File: src/rtl/if_stage.sv
// Instruction fetch stage: PC register, IF/ID pipeline register and a small
// IDLE/RUN/HALTED control machine that stops fetching after an EBREAK.
module if_stage #(
  parameter logic [31:0] RESET_PC = 32'h0000_0000
) (
  input  logic        clk,
  input  logic        rst,
  input  logic        start,
  input  logic        redirect_valid,
  input  logic [31:0] redirect_pc,
  input  logic        id_ready,
  output logic [31:0] imem_addr,
  input  logic [31:0] imem_instr,
  output logic        id_valid,
  output logic [31:0] id_pc,
  output logic [31:0] id_instr,
  output logic        halted,
  output logic [31:0] fetch_count
);

  localparam logic [31:0] EBREAK = 32'h0010_0073;

  typedef enum logic [1:0] {
    IDLE   = 2'd0,
    RUN    = 2'd1,
    HALTED = 2'd2
  } state_t;

  state_t      state_q, state_d;
  logic [31:0] pc_q, pc_d;
  logic        id_valid_q, id_valid_d;
  logic [31:0] id_pc_q, id_pc_d;
  logic [31:0] id_instr_q, id_instr_d;
  logic [31:0] fetch_count_q, fetch_count_d;
  logic        load;

  assign imem_addr   = {2'b00, pc_q[31:2]};
  assign id_valid    = id_valid_q;
  assign id_pc       = id_pc_q;
  assign id_instr    = id_instr_q;
  assign fetch_count = fetch_count_q;
  assign halted      = (state_q == HALTED);

  assign load = (state_q == RUN) && !redirect_valid && (!id_valid_q || id_ready);

  always_comb begin
    state_d       = state_q;
    pc_d          = pc_q;
    id_valid_d    = id_valid_q;
    id_pc_d       = id_pc_q;
    id_instr_d    = id_instr_q;
    fetch_count_d = fetch_count_q;

    // Downstream consumed the held instruction and nothing replaces it.
    if (id_ready && !load) begin
      id_valid_d = 1'b0;
    end

    case (state_q)
      IDLE: begin
        if (start) begin
          state_d = RUN;
        end
      end
      RUN: begin
        if (redirect_valid) begin
          pc_d       = redirect_pc & 32'hFFFF_FFFC;
          id_valid_d = 1'b0;
        end else if (load) begin
          id_pc_d       = pc_q;
          id_instr_d    = imem_instr;
          id_valid_d    = 1'b1;
          fetch_count_d = fetch_count_q + 32'd1;
          // EBREAK is still handed to decode, but the PC parks on it.
          if (imem_instr == EBREAK) begin
            state_d = HALTED;
          end else begin
            pc_d = pc_q + 32'd4;
          end
        end
      end
      HALTED: begin
        state_d = HALTED;
      end
      default: begin
        state_d = IDLE;
      end
    endcase
  end

  always_ff @(posedge clk) begin
    if (rst) begin
      state_q       <= IDLE;
      pc_q          <= RESET_PC;
      id_valid_q    <= 1'b0;
      id_pc_q       <= 32'd0;
      id_instr_q    <= 32'd0;
      fetch_count_q <= 32'd0;
    end else begin
      state_q       <= state_d;
      pc_q          <= pc_d;
      id_valid_q    <= id_valid_d;
      id_pc_q       <= id_pc_d;
      id_instr_q    <= id_instr_d;
      fetch_count_q <= fetch_count_d;
    end
  end

endmodule

File: config.mk
export PLATFORM = sky130hd
export DESIGN_NAME = if_stage
export DESIGN_NICKNAME = d
export VERILOG_FILES = /design/src/rtl/if_stage.sv
export SDC_FILE = /design/constraint.sdc
export NUM_CORES = 1
export LEC_CHECK = 0
export CAP_MARGIN = 20
export CORE_UTILIZATION = 50
export CTS_CLUSTER_SIZE = 40
export DETAILED_ROUTE_END_ITERATION = 8
export PLACE_DENSITY = 0.85
export SETUP_SLACK_MARGIN = 0.15
export SYNTH_ARGS = -nofsm -noshare
export SYNTH_HDL_FRONTEND = slang
export SYNTH_SLANG_ARGS = --single-unit
File: constraint.sdc
create_clock -name clk -period 5.9 [get_ports clk]
set_input_delay 1.18 -clock clk [delete_from_list [all_inputs] [get_ports clk]]
set_output_delay 1.18 -clock clk [all_outputs]
set_load 0.01 [all_outputs]
==> results, run 1 <==
- The flow ran to the end, and the final reports show no timing, DRC or antenna violations.
- At the worst endpoint, the arrival time is 3.87 ns.
- The initial antenna violation count is 0.
- The worst hold margin is 0.451 ns.
- The floorplan step defined a die boundary enclosing 0.0126 mm².
- After clock tree synthesis, the repair step resized 0 gates.
- The highest clock rate is 0.280 GHz.
- The residual DRC count is 0.
- The total routing usage reported by global routing is 29.2%.
- The flip-flop and latch area is 0.00254 mm².
- After synthesis the netlist holds a flip-flop and latch count of 127.
- For this design the top-level I/O count stands at 199.
- The die is 112 µm tall.
- The TritonCTS clock tree is yes.
- Headroom to the max-slew limit came out at 33.7%.
- The design draws 0.00246 W.
- Yosys printed 0 warnings.
- The first global-routing pass estimated 29.6 mm of wire.
- The vias after detailed routing is 6419.
- The total CTS buffers is 17.
- The signal on the critical path passes through clkdlybuf4s50_1 -> nor4bb_1 -> and4_1 -> a21o_1 -> nand2_1 -> a32o_1.
- The cell area power density is 287 mW/mm².
- Port buffering added 192 buffers.
- After legalization and detailed placement, the total HPWL measured 12.2 mm.
- Across the run, the number of max-cap violations was 0.
- Entering global routing, the biggest net connects 92 pins.
- The initial utilization of the core area, before any placement, comes to 52.3%.
- The minimum setup slack among reg-to-reg paths is 2.80 ns.
- In this run the mean area of a mapped cell was 7.86 µm².
- The share of synthesized area occupied by flip-flops and latches is 41.7%.
- Measured on the finished design, the core utilization comes to 73.4%.
- Between clock sinks in the finished design, the worst skew comes to 0.00613 ns.
- Setup violations remaining at the end of the flow were counted as 0.
- The type of the tightest min-delay check is reg2reg.
- The worst-case IR drop observed on VDD is 0.333 mV.
- The detailed router finished its first iteration with 494 violations.
- The congestion estimate from routability-driven global placement came to 0.818.
- The largest driver fanout on the critical path is 25.
- The clock drives 127 sinks.
- The nature of the critical path startpoint is a primary input.
- The clock reaches the later pin of the worst-skew pair after 0.41 ns.
- The primary flip-flop cell chosen by synthesis mapping is dfxtp_1.
- STA puts the critical path data required time at 6.20 ns.
- The number of setup buffers added after CTS is 0.
- Before antenna repair, the detailed router went through 5 iterations.
- Setup repair after global routing left no endpoint under its margin.
- The startpoint identified for the worst register-to-register timing path is state_q[1].
- At the pin with the least slew margin, the transition time is 0.992 ns.
- The total number of H-tree levels is 4.
- The final layout contains routed wiring with a total length of 18.2 mm.
- The core region area is 0.0117 mm².
- The area added between synthesis and finish is 40.4%.
- The number of enable flip-flop cells after synthesis is 0.
- The multi-input logic area is 0.00321 mm².
- The slowest stage of the critical path is the a21o_1 cell.
- The ratio of cells with drive above 1 in the final layout is 6.24%.
- The final number of max-transition violations is 0.
- The top cell family by delay on the critical path is simple AND/OR/NAND/NOR gates.
- After clock tree synthesis, the clock-pin slew on the worst setup and hold paths is 0.05 ns.
- The x dimension of the die is 112 µm.
- After synthesis, the share of flip-flops with an asynchronous set or reset is 0%.
- The final period utilization is 60.6%.
- In this design, the stage delay of the slowest critical-path cell is 0.76 ns.
- The critical path is of the in2reg type.
- The total overflow left after global routing is 0.
- The number of buffers and inverters on the critical path is 1.
- The final critical path time including I/O delays and setup is 3.57 ns.
- In this run the most critical hold path is launched from id_pc[8].
- The count of nets left with antenna violations once routing finished came out at 0.
- The endpoint type of the worst setup path is a flop.
- The routed length per instance is 16.7 µm.
- Dividing the detail-routed via count by the number of cells gives 5.89.
- The analysis attributes to cell leakage a power of 2.78 nW.
- The origin of the worst setup path is imem_instr[0].
- The number of global-route vias before repair is 6042.
- No sink is reached through more buffers than the 2 on the longest clock path.
- The count of hold buffers inserted by post-cts repair is 0.
- The cell area that synthesis handed to floorplanning was 0.00610 mm².
- The post-synthesis instance total is 776.
- The final layout contains 1009 nets.
- The site row count is 39.
- The number of antenna diodes in the final layout is 0.
- The number of distinct library cells after synthesis is 64.
- The number of hold violations in the final report is 0.
- Setup total negative slack on the finished layout was measured at 0 ns.
- The layout has 933 filler cells.
- The root buffer cell is clkbuf_16.
==> registers in the layout, summed over array words and instances, names as in the netlist <==
register and count:
state_q 2, fetch_count 32, id_instr 32, id_pc 30
pc_q 30, id_valid 1
==> cell families (layout without fill, tap and decap cells) <==
kind of cell    Yosys count  count (layout)  synth area share (%)
compound gates          197             197                  20.2
xor+xnor                 19              19                  2.73
fa+ha+maj                 5               5                  1.03
buf+inv                  80             247                  5.99
flops                   127             127                  41.7
mux                       1               1                 0.164
other cells               1               4                0.0615
simple gates            346             346                  28.2
==> per-layer routing <==
layer / routed length (µm) / track usage [%]
met5: 0 / 0
met4: 476 / 11.8
met3: 1570 / 9.40
met2: 8410 / 46.3
met1: 7730 / 36.9
==> cell type report <==
cell class | count | area share (%)
clock buffers | 24 | 5.98
clock inverters | 6 | 0.935
inverters | 17 | 0.745
multi-input cells | 572 | 37.5
flip-flops and latches | 127 | 29.7
well taps | 143 | 2.09
repair buffers | 200 | 23.1
==> through the flow <==
stage	cells	instance area, µm²	setup slack [ns]
floorplan	779	6110	3.18
global placement	1059	7970	2.00
detailed placement	1059	7970	1.97
CTS	1089	8560	2.36
global route	1089	8560	2.21
finish	1089	8560	2.33
==> final timing paths <==
kind                            cells past startpoint         endpoint
worst max-delay path                                6         pc_q[17]
worst min-delay path                                2         id_pc[8]
worst max register to register                      7  fetch_count[31]
worst min register to register                      2         id_pc[8]
==> worst min-delay path: stages (launching register included) <==
cell and delay, ns:
dfxtp_1 0.30, nand2_1 0.05, a21oi_1 0.05
==> cells in the mapped netlist (4+ instances only) <==
library cell,count,area (µm²)
ha_1,5,62.6
and4_1,9,78.8
a31oi_1,12,75.1
or3_1,7,43.8
a221oi_1,4,35.0
a22oi_1,8,60.1
and3_1,6,37.5
o32ai_1,10,87.6
or4_1,11,82.6
inv_1,17,63.8
nor3_1,12,60.1
buf_2,6,30.0
buf_4,7,52.6
clkbuf_1,45,169
o22ai_1,4,25.0
xor2_1,9,78.8
o31ai_1,15,113
xnor2_1,10,87.6
nand2_1,171,642
o21ai_0,21,105
nor2b_1,4,25.0
nand3_1,31,155
nand4_1,23,144
buf_6,4,45.0
a21oi_1,95,475
nor4_1,15,93.8
nor2_1,32,120
dfxtp_1,127,2540
==> power by group <==
group          internal, W  leakage (nW)  total, W  switching [W]
logic             0.000200          1.46  0.000441       0.000241
clock network     0.000681         0.298   0.00104       0.000359
registers         0.000912          1.03  0.000980      0.0000677
total              0.00179          2.78   0.00246       0.000668
==> cells in the final DEF (no fill, tap or decap), drive strengths merged, types with 7 or more instances in the layout <==
| cell type | instances |
|---|---|
| dfxtp | 127 |
| nand2 | 171 |
| inv | 17 |
| and3 | 7 |
| xnor2 | 10 |
| nor4 | 16 |
| clkdlybuf4s50 | 190 |
| clkbuf | 24 |
| xor2 | 9 |
| buf | 10 |
| or3 | 8 |
| o31ai | 15 |
| o32ai | 10 |
| o21ai | 21 |
| nand4 | 24 |
| a21oi | 95 |
| a31oi | 12 |
| nor3 | 13 |
| nor2 | 32 |
| nand3 | 35 |
| a22oi | 8 |
| and4 | 9 |
| or4 | 12 |
Power figures use the tool's default switching activity.
==> run 2: changes to the inputs <==
--- a/config.mk
+++ b/config.mk
@@ -6,10 +6,10 @@
 export NUM_CORES = 1
 export LEC_CHECK = 0
 export CAP_MARGIN = 20
-export CORE_UTILIZATION = 50
+export CORE_UTILIZATION = 46
 export CTS_CLUSTER_SIZE = 40
 export DETAILED_ROUTE_END_ITERATION = 8
-export PLACE_DENSITY = 0.85
+export PLACE_DENSITY = 0.79
 export SETUP_SLACK_MARGIN = 0.15
 export SYNTH_ARGS = -nofsm -noshare
 export SYNTH_HDL_FRONTEND = slang
==> constraint.sdc (replaced) <==
create_clock -name clk -period 3.6 [get_ports clk]
set_input_delay 0.72 -clock clk [delete_from_list [all_inputs] [get_ports clk]]
set_output_delay 0.72 -clock clk [all_outputs]
set_load 0.01 [all_outputs]
==> run 2 against run 1 <==
Compared with the run above: non-clock buffer count rose by 8; clock skew rose by 0.0011 ns; register-to-register slack got worse by 1.9 ns; design area rose by 1.6%; worst setup slack got worse by 1.4 ns; die area rose by 8.5%; total power rose by 69%; sequential share of layout area fell by 0.46 points; flip-flop and latch count did not move; clock-buffer cell count fell by 2; largest power group unchanged; first-iteration DRC count rose by 13%; cell count rose by 3.6%.
==> results, run 2 (synthesis results as in run 1) <==
- In the layout the commonest cells are clkdlybuf4s50_1, nand2_1, dfxtp_1.
- The area added between synthesis and finish is 42.6%.
- Timing would allow up to 0.371 GHz.
- The antenna diode count is 0.
- In this run, the number of DRC markers left after iteration 0 of detailed routing was 559.
- The worst-case IR drop observed on VDD is 0.327 mV.
- For the pin with the worst max-slew slack, the measured transition is 0.824 ns.
- The number of cells upsized or downsized after cts is 0.
- In this design, the stage delay of the slowest critical-path cell is 0.56 ns.
- The clock sink count is 127.
- The detailed-routing iteration count for the pre-antenna-repair pass is 5.
- The smallest clock period supported by the final layout is computed as 2.70 ns.
- The total number of H-tree levels is 4.
- The count of cells along the worst register-to-register path is 7.
- The initial core utilization is 47.8%.
- The root buffer cell chosen for the clock tree is clkbuf_16.
- The later-pin clock latency in the skew report is 0.43 ns.
- The critical path in this run is classified as reg2reg.
- In this run the core area contains 41 standard-cell rows.
- During placement, the flow inserted port buffers numbering 192.
- The most common cell type on the critical path is inv_1.
- The final number of max-transition violations is 0.
- The critical path goes through inv_1 -> ha_1 -> inv_1 -> nor4_4 -> nand4_1 -> or4_1 -> a21oi_1.
- For this run, the post-layout net count is 1017.
- The worst register-to-register path has a setup slack of 0.90 ns.
- The core region area is 0.0128 mm².
- The worst hold path belongs to the class reg2reg.
- The critical-path cell with the highest stage delay is or4_1.
- The number of buffers between clock root and the deepest sink is 2.
- 199 I/O pins were placed.
- The library cell used most frequently in the layout, excluding fill and tap cells, is clkdlybuf4s50_1.
- Before CTS, the worst setup slack after placement is 0.610 ns.
- The first global-routing pass estimated 29.5 mm of wire.
- In this run the critical register-to-register path is launched from state_q[1].
- The routed length per instance is 16.3 µm.
- The cell area power density is 477 mW/mm².
- TritonCTS built the clock tree.
- Summing all placed instances gives a cell area of 0.00808 mm².
- The number of setup buffers added after CTS is 0.
- The endpoint type of the worst setup path is a flop.
- The overall routed net length is 18.4 mm.
- The die covers 0.0137 mm².
- Setup repair after global routing left no endpoint under its margin.
- The total CTS buffers is 17.
- The worst setup path is launched from a flop.
- Data arrives at the worst endpoint at 3.04 ns.
- The residual DRC count is 0.
- The die is 117 µm wide.
- The number of global-route vias before repair is 5904.
- The remaining global-route overflow is 0.
- STA puts the critical path data required time at 3.95 ns.
- The congestion estimate from routability-driven global placement came to 0.829.
- The worst hold path was traced through 2 stages.
- The detail route stage leaves a number of antenna-violating nets equal to 0.
- Dividing the final minimum period by the clock period gives 74.9%.
- In this run the worst path has a maximum fanout of 13.
- The count of filler cells inserted in the layout is 1073.
- The worst pin sits at a relative slew slack of 44.6%.
- The maximum number of pins on one net before global-route repair is 47.
- The number of failing setup endpoints in the final timing report is 0.
- The tool flagged a number of max-cap violations equal to 0.
- On the final layout, the worst clock skew is 0.00725 ns.
- The leakage power figure is 2.83 nW.
- The capture point of the worst reg-to-reg path is fetch_count[31].
- The number of hold buffers added after CTS was 0.
- In the global route stage, overall resource usage came out at 27.8%.
- The final non-filler cell area is 0.00870 mm².
- The run finished with clean final reports.
- In the final timing run, aggregate negative setup slack is 0 ns.
- The number of hold violations in the final report is 0.
- The clock transition at the register clock pins on the worst setup and hold paths after CTS is 0.05 ns.
- The hold path startpoint is id_pc[24].
- The height of the chip is 117 µm.
- The hold-critical path endpoint is id_pc[24].
- Once routing completed, OpenROAD measured the worst setup slack at 0.903 ns.
- The vias after detailed routing is 6407.
- The ratio of cells with drive above 1 in the final layout is 7.22%.
- The initial antenna violation count is 0.
- The average vias per placed instance is 5.68.
- The sum of net half-perimeters after detailed placement is 12.5 mm.
## run 2: critical path: cells and delay by family (launching register included)
kind	cells	cell delay [ns]
buffers and inverters	2	0.33
flip-flops	1	0.31
AND/OR/NAND/NOR	3	1.40
adder cells (fa/ha/maj)	1	0.42
AO/OA/AOI/OAI	1	0.16
## run 2: worst max-delay path by stage
stage,start,endpoint,slack [ns]
2_1_floorplan,id_ready,fetch_count[28],1.34
3_3_place_gp,imem_instr[3],pc_q[22],0.62
3_5_place_dp,imem_instr[21],pc_q[23],0.61
4_1_cts,state_q[1],fetch_count[31],0.92
5_1_grt,state_q[1],fetch_count[31],0.65
6_report,state_q[1],fetch_count[31],0.90
## run 2: through the flow
stage | hold WS [ns] | std cells | total power (W) | utilization, %
detailed placement | 0.446 | 1096 | 0.00238 | 63.3
global route | 0.471 | 1128 | 0.00432 | 68.1
floorplan | 0.481 | 779 | 0.00200 | -
CTS | 0.454 | 1128 | 0.00416 | 68.1
finish | 0.450 | 1128 | 0.00415 | 68.1
global placement | 0.441 | 1096 | 0.00237 | 63.3
## run 2: routing by layer
layer  vias up  routed length [µm]  track usage, %
met5         -                   0               0
met4         0                 582            14.3
met3        43                1510            7.78
met2       276                8590            43.6
met1      2955                7760            34.9
li1       3133                   -               -
## run 2: report_power, final
group / internal, W / total [W] / switching (W)
registers: 0.00149 / 0.00161 / 0.000115
logic: 0.000351 / 0.000750 / 0.000399
clock network: 0.00116 / 0.00179 / 0.000632
total: 0.00300 / 0.00415 / 0.00115
## run 2: area by class of cell
type / count / area [µm²] / area share, %
Clock buffer: 22 / 484 / 5.57
Multi-Input combinational cell: 572 / 3210 / 36.9
Inverter: 17 / 63.8 / 0.733
Tap cell: 172 / 215 / 2.47
Sequential cell: 127 / 2540 / 29.2
Timing Repair Buffer: 208 / 2050 / 23.5
Clock inverter: 10 / 134 / 1.54
==> run 3: changes to the inputs <==
--- a/config.mk
+++ b/config.mk
@@ -6,10 +6,10 @@
 export NUM_CORES = 1
 export LEC_CHECK = 0
 export CAP_MARGIN = 20
-export CORE_UTILIZATION = 46
+export CORE_UTILIZATION = 42
 export CTS_CLUSTER_SIZE = 40
 export DETAILED_ROUTE_END_ITERATION = 8
-export PLACE_DENSITY = 0.79
+export PLACE_DENSITY = 0.76
 export SETUP_SLACK_MARGIN = 0.15
 export SYNTH_ARGS = -nofsm -noshare
 export SYNTH_HDL_FRONTEND = slang
==> constraint.sdc (replaced) <==
create_clock -name clk -period 2.23 [get_ports clk]
set_input_delay 0.446 -clock clk [delete_from_list [all_inputs] [get_ports clk]]
set_output_delay 0.446 -clock clk [all_outputs]
set_load 0.01 [all_outputs]
==> run 3 against run 2 <==
Compared with the run above: non-clock buffer count grew 73; utilization shrank 1.1 points; total power grew 68%; worst setup slack lost 0.73 ns; cell count grew 7.1%; wire length grew 6.8%; sequential power grew 58%; sequential share of layout area shrank 2.1 points; largest power group unchanged.
==> results, run 3 (synthesis results as in run 1) <==
- Setup repair after global routing could not meet its margin everywhere.
- The number of buffers and inverters on the critical path is 3.
- At the end of the flow the core is filled with cells to 67.0%.
- The tree is rooted in a clkbuf_16.
- The type of the worst setup path is in2reg.
- For this run, design rule violations remaining after detail routing come to 0.
- The overall routed net length is 19.7 mm.
- The number of buffers between clock root and the deepest sink is 2.
- The average vias per placed instance is 5.56.
- The final critical path time including I/O delays and setup is 2.06 ns.
- The top cell family by delay on the critical path is buffers and inverters.
- The final number of max-transition violations is 0.
- STA classifies the critical path endpoint as a flop.
- The total routing usage reported by global routing is 26.0%.
- The data required time of the critical path is 2.54 ns.
- The signal on the critical path passes through clkdlybuf4s50_1 -> nor4b_2 -> buf_4 -> and4_2 -> a21oi_1 -> buf_4 -> a31oi_1 -> a21bo_2.
- Counting the buffers created by CTS gives 17.
- The total negative setup slack is 0 ns.
- Hold repair after CTS inserted 0 buffers.
- The initial antenna violation count was 1.
- The detailed-routing iteration count for the pre-antenna-repair pass is 5.
- The cell area power density is 740 mW/mm².
- For this block, the initial DRC count from the detailed router was 546.
- The clock transition at the register clock pins on the worst setup and hold paths after CTS is 0.05 ns.
- The core region area is 0.0140 mm².
- In this run the core area contains 43 standard-cell rows.
- The largest driver fanout on the critical path is 9.
- After layout, the worst path uses 92.4% of the clock period.
- The number of maximum-capacitance constraint violations is 0.
- The die is 123 µm wide.
- After legalization and detailed placement, the total HPWL measured 13.4 mm.
- The TritonCTS clock tree is yes.
- The commonest non-fill, non-tap cell in the layout is clkdlybuf4s50_1.
- The top cell types in the final layout, fill and taps aside, are clkdlybuf4s50_1, nand2_1, dfxtp_1.
- The routed length per instance is 16.3 µm.
- The full die area is 0.0150 mm².
- The antenna diode count is 0.
- On the worst path, the slowest cell contributes a delay of 0.45 ns.
- The overall power of the completed layout is 0.00696 W.
- The arrival time of the worst setup path is 2.37 ns.
- The number of global-route vias before repair is 6105.
- The number of hold violations in the final report is 0.
- The global-route wire length before repair is 30.5 mm.
- The final non-filler cell area is 0.00941 mm².
- The worst-case IR drop observed on VDD is 0.618 mV.
- The number of failing setup endpoints in the final timing report is 0.
- The floorplan step set the die height to 123 µm.
- STA classifies the critical path startpoint as a primary input.
- The maximum number of pins on one net before global-route repair is 100.
- The number of top-level pins is 199.
- The later-pin clock latency in the skew report is 0.42 ns.
- Clock skew on the completed layout was measured at 0.0102 ns.
- For this design the static power due to leakage is 3.26 nW.
- The flow ran to the end, and the final reports show no timing, DRC or antenna violations.
- Of the cells placed in the final design, the portion with a size suffix greater than 1 is 15.9%.
- The final net count is 1090.
- The most common cell type on the critical path is buf_4.
- The path class of the tightest hold or removal check is reg2reg.
- The area added between synthesis and finish is 54.3%.
- The slowest stage of the critical path is the clkdlybuf4s50_1 cell.
- Static timing analysis puts the maximum clock frequency at 0.485 GHz.
- The number of buffers inserted by port buffering is 192.
- The detail route stage leaves a number of antenna-violating nets equal to 0.
- In this run the cell area measured after placement is 0.00863 mm².
- The vias after detailed routing is 6716.
- The global placement routability congestion is 0.866.
- The clock net in this run drives a total of 127 sinks.
- After global routing the overflow that remains totals 0.
- The H-tree was split into 4 levels.
- The initial utilization of the core area, before any placement, comes to 43.4%.
## run 3: changes by cell type in the layout (fill, tap and decap cells not counted), sizes merged
cell	before	now
buf	18	91
bufinv	3	4
clkbuf	22	20
clkdlybuf4s50	190	189
dlymetal6s2s	0	1
## run 3: tightest hold or removal path, cell delays in order (launching register included)
cell	delay, ns
dfxtp_1	0.30
nand2_1	0.05
a21oi_1	0.05
## run 3: metrics by stage
stage               hold WS [ns]  cells  setup slack, ns
floorplan                  0.481    779            0.153
global placement           0.441   1171           -0.255
detailed placement         0.446   1171           -0.291
CTS                        0.454   1202            0.161
global route               0.469   1208            0.135
finish                     0.451   1208            0.170
## run 3: repair_timing
item | 4_1_cts | 5_1_grt
resized for setup | 1 | 28
endpoints found under the setup margin | 2 | 40
setup buffers | 0 | 6
pin swaps | 1 | 4
cloned | 0 | 0
## run 3: cell type report
type	instances	area (µm²)
clock buffer	20	457
clock inverter	11	164
fill	1167	4630
inverter	17	63.8
multi-input combinational	572	3300
sequential	127	2550
tap	180	225
timing repair buffer	281	2650
## run 3: path summary, 6_finish.rpt
kind	startpoint	to	slack (ns)	depth (start not counted)
worst max-delay path	imem_instr[19]	pc_q[25]	0.17	8
worst min-delay path	id_instr[26]	id_instr[26]	0.45	2
worst max register to register	state_q[1]	fetch_count[22]	0.22	8
worst min register to register	id_instr[26]	id_instr[26]	0.45	2
## run 3: where the power goes
part | switching [W] | internal, W | total (W)
registers | 0.000130 | 0.00242 | 0.00255
logic | 0.000758 | 0.000730 | 0.00149
clock network | 0.00101 | 0.00191 | 0.00293
## run 3: per-layer routing
metal  routed length, µm  global-route usage (%)
met2                9260                    41.3
met5                   0                       0
met1                8480                    33.2
met3                1560                    7.39
met4                 395                    9.76
==> patch 1, RTL diff (flow settings as in run 3) <==
Make the reset (`rst`) asynchronous in one clocked block.
--- a/src/rtl/if_stage.sv
+++ b/src/rtl/if_stage.sv
@@ -89,5 +89,5 @@
   end
 
-  always_ff @(posedge clk) begin
+  always_ff @(posedge clk or posedge rst) begin
     if (rst) begin
       state_q       <= IDLE;
Formal check against the unedited RTL: differs if rst is asserted again (counterexample within 4 cycles, from zero or initial values and one cycle with rst high); with rst held inactive, the same outputs for 4 cycles.
==> patch 1 against run 3 <==
Hold slack worse by 0.16 ns. Core utilization up 1.3 points. Area after synthesis grew 0.94%. Clock skew decreased by 0.0039 ns. Count of clock-buffer cells in the layout down 3. Routed wire length is 4.9% lower. Setup slack better by 0.033 ns. Cell area grew 2.4%. Die area is 0.93% higher. Sequential cell count unchanged.
Power is not compared: it rests on default switching activity, and its combinational part moved more than twofold at a synthesized area within 25%.
==> patch 1: results (changes against run 3) <==
[logic_synthesis]
yosysSeqAreaShare_pct = 51.6  ; +9.9 points
synth_xor_area_share_pct = 4.41  ; +1.7 points
synth_mux_area_share_pct = 1.65  ; +1.5 points
synth_commonest_cells = nand2_1 (227), dfrtp_1 (127), nor2_1 (32), clkbuf_1 (29), xnor2_1 (25)
synth.avg_cell_area_um2 = 9.12  ; +16%
synth_top_cell_area_share_pct = 51.6  ; +9.9 points
synth_area_leaders = dfrtp_1 (52%), nand2_1 (14%), xnor2_1 (3.6%)
synth_compound_area_share_pct = 8.84  ; -11 points
synth-adder-area-share_pct = 1.02  ; -0.0096 points
yosys.cell_types.count = 59  ; -7.8%

[cells_and_area]
multi_input_area_um2 = 2980  ; -9.9%
n_all_buffers = 265  ; -5.7%
n_all_inverters = 13  ; -4
antennaDiodeCount = 0  ; unchanged
clock_area_share_pct = 6.35  ; -0.24 points
numSequentialCells = 127  ; unchanged
register_area_um2 = 3180  ; +25%
fill_cells = 1091  ; -6.5%
drive_gt1_share_pct = 15.0  ; -0.86 points
nonClkBufAreaFrac_pct = 26.9  ; -1.3 points

[placed_design]
dp_hpwl_mm = 13.2  ; -2.0%
place_area_um2 = 8770  ; +1.6%
pre_cts_ws_ns = -0.440  ; -0.149 ns

[grt]
grt_use_met2_pct = 40.6  ; -0.67 points
antenna_found_initial = 0  ; -1
grt_pass1_vias = 5768  ; -5.5%
grt_pass1_wl_mm = 29.2  ; -4.3%
grt_max_degree = 72  ; -28%
groute.layer.met1.usage_pct = 33.5  ; +0.21 points

[critical_path]
crit_fanout = 16  ; +7
worstPathArrival_ns = 2.33  ; -0.04 ns
reg2regPathDepth = 7  ; -1
crit_family = compound AO/OA/AOI/OAI gates
reg2reg_from = state_q[1]
r2r_end = pc_q[4]
startpoint = imem_instr[24]
regToRegSetupSlack_ns = 0.26  ; +0.04 ns

[routing]
met2_length_mm = 8.79  ; -5.0%
vias = 6035  ; -10%
met1_length_mm = 8.10  ; -4.5%
drtIter0Drc = 400  ; -27%
drtPass1Iterations = 4  ; -1

[timing]
timing.fmax_mhz = 493  ; +1.6%
finClkSkew_ns = 0.00630  ; -0.00393 ns

[hold_path]
hold_path_class = input pin to flip-flop

[outcome]
outcome = complete, no violations

[patch 1: timing repair]
item                                    in CTS  in global routing
endpoints found under the setup margin      27                 35
pin swaps                                    6                 14
resized for setup                           15                 40
buffers inserted                             3                  1
endpoints found under the hold margin        0                  0
[patch 1: how the worst min path moves through the flow]
stage	from	endpoint	slack (ns)	cells past startpoint
after floorplan	fetch_count[31]	fetch_count[31]	0.50	1
final	imem_instr[20]	id_instr[20]	0.29	3
after CTS	id_instr[23]	id_instr[23]	0.48	2
after detailed placement	id_pc[20]	id_pc[20]	0.46	2
after global placement	id_instr[17]	id_instr[17]	0.46	2
after global routing	imem_instr[19]	id_instr[19]	0.30	3
[patch 1: metrics by stage]
step | total power, µW | cells | util (%)
global route | 12000 | 1120 | 68.3
CTS | 11300 | 1119 | 67.1
global placement | 8320 | 1084 | 62.2
detailed placement | 8400 | 1084 | 62.2
floorplan | 5730 | 678 | -
finish | 11300 | 1120 | 68.3
==> patch 2, RTL diff (config.mk and constraints of run 3) <==
Made on the original files. The 3 states of `state_t` get a one-hot encoding in 3 bits.
--- a/src/rtl/if_stage.sv
+++ b/src/rtl/if_stage.sv
@@ -21,8 +21,8 @@
   localparam logic [31:0] EBREAK = 32'h0010_0073;
 
-  typedef enum logic [1:0] {
-    IDLE   = 2'd0,
-    RUN    = 2'd1,
-    HALTED = 2'd2
+  typedef enum logic [2:0] {
+    IDLE   = 3'b001,
+    RUN    = 3'b010,
+    HALTED = 3'b100
   } state_t;
 
Behaviour: same outputs for any inputs over 4 cycles, from zero or initial values and one cycle with rst high; so few cycles prove little.
==> patch 2 against run 3 <==
Sequential share of layout area is 0.67 points higher. Critical endpoint is now pc_q[17]. Cell area shrank 1.9%. Largest cell class unchanged. Sequential cell count up 1. Setup slack better by 0.014 ns. Routed wire length is 2.4% lower. Area after synthesis is 1.2% lower.
Power is not compared: it rests on default switching activity, and its combinational part moved more than twofold at a synthesized area within 25%.
==> patch 2: results (changes against run 3) <==
[routing]
drtIter0Drc = 522  ; -4.4%
routed_via_density = 5.60  ; +0.66%
wl_met3_mm = 1.65  ; +6.2%
vias = 6587  ; -1.9%
wl_per_cell_um = 16.3  ; +0.22%
met2_length_mm = 8.95  ; -3.3%

[logic_synthesis]
synth_commonest_cells = nand2_1 (179), dfxtp_1 (128), a21oi_1 (91), clkbuf_1 (49), nor2_1 (36)
synth_compound_area_share_pct = 21.1  ; +0.89 points
synth_xor_area_share_pct = 2.47  ; -0.26 points
synth_area_leaders = dfxtp_1 (43%), nand2_1 (11%), a21oi_1 (7.6%)
synth-adder-area-share_pct = 0.415  ; -0.61 points
yosys.cell_types.count = 57  ; -11%
yosysSeqAreaShare_pct = 42.5  ; +0.84 points

[cells_and_area]
multi_input_area_share_pct = 35.2  ; +0.10 points
nonClkBufAreaFrac_pct = 27.3  ; -0.81 points
clock_area_share_pct = 6.70  ; +0.10 points
num-clock-buffers = 23  ; +15%
drive_gt1_share_pct = 12.3  ; -3.5 points
fill_cells = 1172  ; +0.43%
register_area_um2 = 2560  ; +0.49%

[hold_path]
hold_end = id_instr[7]
hold_path_class = input pin to flip-flop
hold_depth = 3  ; +1
hold_start = imem_instr[7]

[grt]
groute.layer.met1.usage_pct = 33.7  ; +0.48 points
grt_usage_pct = 26.1  ; +0.16 points
grt_max_degree = 127  ; +27%
grt_util_met3_pct = 6.55  ; -0.83 points
antenna_found_initial = 0  ; -1

[critical_path]
worstPathArrival_ns = 2.33  ; -0.04 ns
reg2regPathDepth = 7  ; -1
endpoint = pc_q[17]
startpoint = imem_instr[16]

[timing]
finClkSkew_ns = 0.00817  ; -0.00206 ns
timing.fmax_mhz = 489  ; +0.69%

[cts]
cts_num_sinks = 128  ; +0.79%

[outcome]
outcome = complete, no violations

==> patch 2: timing repair <==
item,in CTS,in global routing
pin swaps,7,4
hold endpoints to repair,0,0
buffers inserted,1,3
cloned,0,1
gates resized for setup,20,20
endpoints found under the setup margin,31,28
==> patch 2: where the power goes <==
| part | internal (µW) | switching [µW] | total, µW | leakage (µW) |
|---|---|---|---|---|
| sequential | 2310 | 15.7 | 2320 | 0.00103 |
| clock | 1970 | 965 | 2930 | 0.000305 |
| combinational | 210 | 206 | 416 | 0.00184 |
| total | 4490 | 1190 | 5670 | 0.00318 |
==> patch 2: critical path, cell delays in order <==
cell           delay (ns)
dlygate4sd2_1        0.25
or4_4                0.54
nor4_4               0.27
buf_4                0.18
buf_4                0.12
a21o_4               0.14
buf_6                0.13
a211oi_2             0.07
o32ai_1              0.17
==> patch 2: metrics by stage <==
stage / cell area, µm² / setup TNS, ns
floorplan: 6060 / 0
global placement: 8480 / -15.45
detailed placement: 8480 / -16.35
CTS: 9110 / 0
global route: 9230 / 0
finish: 9230 / 0
